$ cat src/rtl/operand_fetch_unit.sv
// ID-stage operand fetch: regfile read addressing, EX/MEM/WB writer tag pipeline,
// operand forwarding, load-use stall detection and WB write-port sourcing.
module operand_fetch_unit #(
  parameter int unsigned DATA_W  = 32,
  parameter int unsigned RADDR_W = 5,
  parameter int unsigned CNT_W   = 32
) (
  input  logic               clk,
  input  logic               rst_n,
  input  logic               id_valid,
  input  logic [RADDR_W-1:0] id_rs,
  input  logic [RADDR_W-1:0] id_rt,
  input  logic               id_rs_used,
  input  logic               id_rt_used,
  input  logic               id_wr_en,
  input  logic [RADDR_W-1:0] id_waddr,
  input  logic               id_is_load,
  input  logic               flush,
  output logic               id_ready,
  output logic [31:0]        raddr1,
  output logic [31:0]        raddr2,
  input  logic [31:0]        rdata1,
  input  logic [31:0]        rdata2,
  input  logic [DATA_W-1:0]  ex_result,
  input  logic [DATA_W-1:0]  mem_result,
  input  logic [DATA_W-1:0]  wb_wdata,
  output logic               wb_we,
  output logic [31:0]        wb_waddr,
  output logic [DATA_W-1:0]  opnd_a,
  output logic [DATA_W-1:0]  opnd_b,
  output logic [1:0]         fwd_sel_a,
  output logic [1:0]         fwd_sel_b,
  output logic [CNT_W-1:0]   stall_cnt
);

  localparam int unsigned PadW = 32 - RADDR_W;

  // Only the EX tag needs is_load: a load reaching MEM is already forwardable.
  logic               ex_vld_q, mem_vld_q, wb_vld_q;
  logic [RADDR_W-1:0] ex_addr_q, mem_addr_q, wb_addr_q;
  logic               ex_ld_q;
  logic [CNT_W-1:0]   stall_cnt_q;

  logic hazard;
  logic issue;

  function automatic logic tag_match(input logic vld, input logic [RADDR_W-1:0] addr,
                                     input logic [RADDR_W-1:0] s);
    return vld && (addr == s) && (s != '0);
  endfunction

  function automatic logic [1:0] fwd_sel(input logic used, input logic [RADDR_W-1:0] s,
                                         input logic ex_m, input logic mem_m, input logic wb_m);
    logic [1:0] sel;
    sel = 2'd0;
    if (used) begin
      if (ex_m)       sel = 2'd1;
      else if (mem_m) sel = 2'd2;
      else if (wb_m)  sel = 2'd3;
    end
    return sel;
  endfunction

  logic ex_m_a, mem_m_a, wb_m_a;
  logic ex_m_b, mem_m_b, wb_m_b;

  always_comb begin
    ex_m_a  = tag_match(ex_vld_q,  ex_addr_q,  id_rs);
    mem_m_a = tag_match(mem_vld_q, mem_addr_q, id_rs);
    wb_m_a  = tag_match(wb_vld_q,  wb_addr_q,  id_rs);
    ex_m_b  = tag_match(ex_vld_q,  ex_addr_q,  id_rt);
    mem_m_b = tag_match(mem_vld_q, mem_addr_q, id_rt);
    wb_m_b  = tag_match(wb_vld_q,  wb_addr_q,  id_rt);
  end

  assign hazard   = id_valid && ex_vld_q && ex_ld_q &&
                    ((id_rs_used && ex_m_a) || (id_rt_used && ex_m_b));
  assign id_ready = !hazard;
  assign issue    = id_valid && id_ready && !flush && id_wr_en && (id_waddr != '0);

  assign raddr1   = {{PadW{1'b0}}, id_rs};
  assign raddr2   = {{PadW{1'b0}}, id_rt};
  assign wb_we    = wb_vld_q;
  assign wb_waddr = {{PadW{1'b0}}, wb_addr_q};
  assign stall_cnt = stall_cnt_q;

  always_comb begin
    fwd_sel_a = fwd_sel(id_rs_used, id_rs, ex_m_a, mem_m_a, wb_m_a);
    fwd_sel_b = fwd_sel(id_rt_used, id_rt, ex_m_b, mem_m_b, wb_m_b);
    unique case (fwd_sel_a)
      2'd1:    opnd_a = ex_result;
      2'd2:    opnd_a = mem_result;
      2'd3:    opnd_a = wb_wdata;
      default: opnd_a = DATA_W'(rdata1);
    endcase
    unique case (fwd_sel_b)
      2'd1:    opnd_b = ex_result;
      2'd2:    opnd_b = mem_result;
      2'd3:    opnd_b = wb_wdata;
      default: opnd_b = DATA_W'(rdata2);
    endcase
  end

  always_ff @(posedge clk or negedge rst_n) begin
    if (!rst_n) begin
      ex_vld_q    <= 1'b0;
      ex_addr_q   <= '0;
      ex_ld_q     <= 1'b0;
      mem_vld_q   <= 1'b0;
      mem_addr_q  <= '0;
      wb_vld_q    <= 1'b0;
      wb_addr_q   <= '0;
      stall_cnt_q <= '0;
    end else begin
      wb_vld_q   <= mem_vld_q;
      wb_addr_q  <= mem_addr_q;
      mem_vld_q  <= ex_vld_q;
      mem_addr_q <= ex_addr_q;
      ex_vld_q   <= issue;
      ex_addr_q  <= issue ? id_waddr : '0;
      ex_ld_q    <= issue && id_is_load;
      if (hazard && (stall_cnt_q != '1)) stall_cnt_q <= stall_cnt_q + CNT_W'(1);
    end
  end

endmodule

$ cat config.mk
export PLATFORM = sky130hd
export DESIGN_NAME = operand_fetch_unit
export DESIGN_NICKNAME = d
export VERILOG_FILES = /design/src/rtl/operand_fetch_unit.sv
export SDC_FILE = /design/constraint.sdc
export NUM_CORES = 1
export LEC_CHECK = 0
export ABC_AREA = 1
export BUFFER_PORTS_ARGS = -buffer_cell sky130_fd_sc_hd__buf_2
export CORE_AREA = 2 2 146 148
export CTS_CLUSTER_SIZE = 16
export DETAILED_ROUTE_END_ITERATION = 6
export DIE_AREA = 0 0 148 150
export GPL_ROUTABILITY_DRIVEN = 1
export PLACE_DENSITY = 0.63
export RECOVER_POWER = 25
export REMOVE_ABC_BUFFERS = 1
export SYNTH_ARGS = -nofsm -noshare
export SYNTH_HDL_FRONTEND = slang
export SYNTH_SLANG_ARGS = --single-unit
$ cat constraint.sdc
create_clock -name clk -period 2 [get_ports clk]
set_clock_uncertainty 0.15 [all_clocks]
set_input_delay 0.1 -clock clk [delete_from_list [all_inputs] [get_ports clk]]
set_output_delay 0.1 -clock clk [all_outputs]
set_load 0.03 [all_outputs]
==> flow_summary_export.csv <==
group,metric,value,unit
layout,drive_gt1_share,42.4,%
worst_setup_path,crit_fanout,7,
floorplan,dieArea,22200,µm²
cts,clk_latency,300,ps
synth,synth_top_family_by_area,"simple AND/OR/NAND/NOR gates",
layout,mostFrequentLayoutCells,"289 x nand2_1, 221 x buf_2, 185 x nor2_1",
route,vias,9251,
timing,report.final.slew_viol_count,0,
cts,numCtsBuffers,5,
worst_setup_path,r2r_end,"stall_cnt[10]",
floorplan,fp.dieH,150,µm
placed_design,routabilityCongestion,0.903,
floorplan,io_pins,381,
worst_setup_path,timing.rr.start,"ex_addr_q[2]",
layout,area_growth,65.9,%
synth,synth.ff_latch_count,51,
min_path,min_from,"id_valid",
cts,htree_levels,2,
global_routing,grt_pass1_vias,8287,
min_path,min_to,"stall_cnt[0]",
synth,synth_compound_area_share,4.75,%
cts,cts_tree,"yes",
synth,synth_xor_area_share,4.30,%
floorplan,row_count,53,
synth,synth_cells,1184,
cts,root_buffer,"clkbuf_16",
cts,clk_path_buf_depth,2,
route,dr.pass1.iters,7,
timing,max_freq,0.392,GHz
worst_setup_path,rrSetupSlack,-240,ps
run_status,violations,"setup timing",
global_routing,track_usage,26.9,%
synth,synth_simple_gate_area_share,50.5,%
timing,fin_setup_tns,-37100,ps
pwr,ir_drop,0.300,mV
synth,ys_seq_area_share,19.0,%
floorplan,core_area,20700,µm²
timing,worst_pin_slew,1350,ps
pwr,power_leakage,0.00576,µW
placed_design,numPortBuffers,299,
layout,final_common_cell,"nand2_1",
timing,period_share,128,%
synth,synth.cell_area,6720,µm²
route,drc,0,
run_status,status,"finished, violations left",
worst_setup_path,r2r_cells,14,
global_routing,grt_max_degree,32,
worst_setup_path,critPathArrivalTime,2300,ps
synth,avgSynthCellArea,5.68,µm²
min_path,hold_path.class,"input port to flip-flop",
route,ant_nets,0,
placed_design,place_inst,1813,
worst_setup_path,endpoint_kind,"output port",
synth,yosys_warnings,0,
cts,clkTransAtPathRegs,70,ps
synth,synthAdderAreaFrac,0.186,%
floorplan,die_x,148,µm
route,drt_iter0_drc,615,
route,finalWirelength,33.6,mm
synth,muxShareOfSynthArea,0,%
global_routing,antenna_found_initial,23,
floorplan,start_util,32.5,%
global_routing,grt_pass1_wl,46.2,mm
worst_setup_path,start_kind,"flip-flop",
timing,setup_ws,-550,ps
timing,finalHoldViolCount,0,
synth,synth.distinct_cells,30,
timing,rsz0062_at_grt,"true",
timing,setup_viol_count_final,104,
timing,slew_headroom,9.67,%
placed_design,hpwl,25.3,mm
timing,period_needed,2550,ps
worst_setup_path,crit_required,1750,ps
run,cap_violations,0,
cts,cts_num_sinks,51,
layout,final_cells,1902,
global_routing,overflow,0,
route,avgRoutedWirePerCell,17.7,µm
layout,final_util,53.9,%
worst_setup_path,path_class,"flip-flop to output port",
min_path,hold_depth,5,
route,post_drt_via_cell_ratio,4.86,
layout,layout.nets,1795,
pwr,powerDensity,298,nW/µm²
worst max path at each step:
stage	start	end	cells after the start
6_report	mem_addr_q[4]	opnd_a[6]	13
5_1_grt	wb_addr_q[1]	opnd_b[29]	14
4_1_cts	mem_addr_q[0]	opnd_a[6]	14
3_5_place_dp	ex_addr_q[0]	opnd_b[29]	14
3_3_place_gp	ex_addr_q[1]	opnd_b[29]	13
2_1_floorplan	ex_addr_q[4]	opnd_a[0]	10
metal layers:
layer	share of wire [%]	vias up	global-route usage, %
met1	38	4246	33.1
met2	48	460	44.4
met4	3.5	16	9.24
met3	10	95	8.81
li1	-	4434	-
met5	0.31	-	0
repair_timing:
item | 4_1_cts | 5_1_grt
buffers inserted | 28 | 22
pin swaps | 82 | 47
setup endpoints to repair | 107 | 108
endpoints found under the hold margin | 26 | 0
hold buffers | 7 | 0
resized for setup | 233 | 157
cloned | 10 | 5
registers in the layout (all words and copies together), names as in the netlist:
register / flops
ex_ld_q: 1
stall_cnt: 32
mem_vld_q: 1
wb_we: 1
ex_addr_q: 5
ex_vld_q: 1
mem_addr_q: 5
wb_addr_q: 5
critical path, cell delays in order, from the launching register on:
cell and delay [ps]:
dfrtp_1 420, xor2_1 170, nor2_1 100, nand2_1 90
nor2_4 220, nor2_4 70, nand2_2 60, nand2_2 80
nor2_4 210, buf_12 170, buf_12 140, nand2_2 40
nand2_1 90, buf_6 140
layout make-up:
| class | count | area, µm² |
|---|---|---|
| clock buffer | 7 | 143 |
| inverter | 119 | 453 |
| timing repair inverter | 1 | 7.51 |
| timing repair buffer | 486 | 3890 |
| antenna | 15 | 37.5 |
| fill | 2083 | 9540 |
| tap | 275 | 344 |
| sequential | 51 | 1280 |
| multi-input combinational | 947 | 4990 |
| clock inverter | 1 | 8.76 |
where the power goes:
part / switching [µW] / internal, µW / total (µW) / leakage, µW
clock: 412 / 503 / 914 / 0.0000742
combinational: 868 / 488 / 1360 / 0.00498
sequential: 12.4 / 1040 / 1050 / 0.000703
total: 1290 / 2030 / 3320 / 0.00576
Yosys cell counts:
master	number	share of area, %
buf_2	13	0.97
a21oi_1	4	0.30
inv_1	110	6.1
buf_6	6	1.0
nand3_2	1	0.15
o21ai_0	2	0.15
and3b_1	1	0.13
nor2_4	3	0.50
conb_1	1	0.056
nand4_1	105	9.8
a21boi_0	1	0.11
nor2b_1	1	0.093
ha_1	1	0.19
nor3_1	21	1.6
dfrtp_1	51	19
xor2_1	22	2.9
or2_2	1	0.093
nand2_2	2	0.19
nand3_1	42	3.1
nor2_1	226	13
o21ai_2	31	4.0
inv_2	9	0.50
xnor2_1	11	1.4
o21ai_1	2	0.15
buf_4	97	11
nand2_1	383	21
clkbuf_1	26	1.5
buf_1	5	0.28
nor2_2	4	0.37
nand3_4	2	0.52
kinds of logic after synthesis:
logic type | after synthesis
XOR/XNOR | 33
flip-flops | 51
adder cells (fa/ha/maj) | 1
AND/OR/NAND/NOR | 792
AO/OA/AOI/OAI | 40
buffers and inverters | 266
other | 1
stage by stage:
step / instance area, µm² / total power, µW / hold WS [ps] / setup slack, ps
after floorplan: 6040 / 1660 / -346 / -1270
after global routing: 11100 / 3460 / 164 / -653
after CTS: 10400 / 3240 / 81.3 / -457
final: 11200 / 3320 / 124 / -550
after global placement: 8980 / 2190 / -28.8 / -283
after detailed placement: 8980 / 2190 / -26.0 / -273
(Power assumes the default switching activity.)
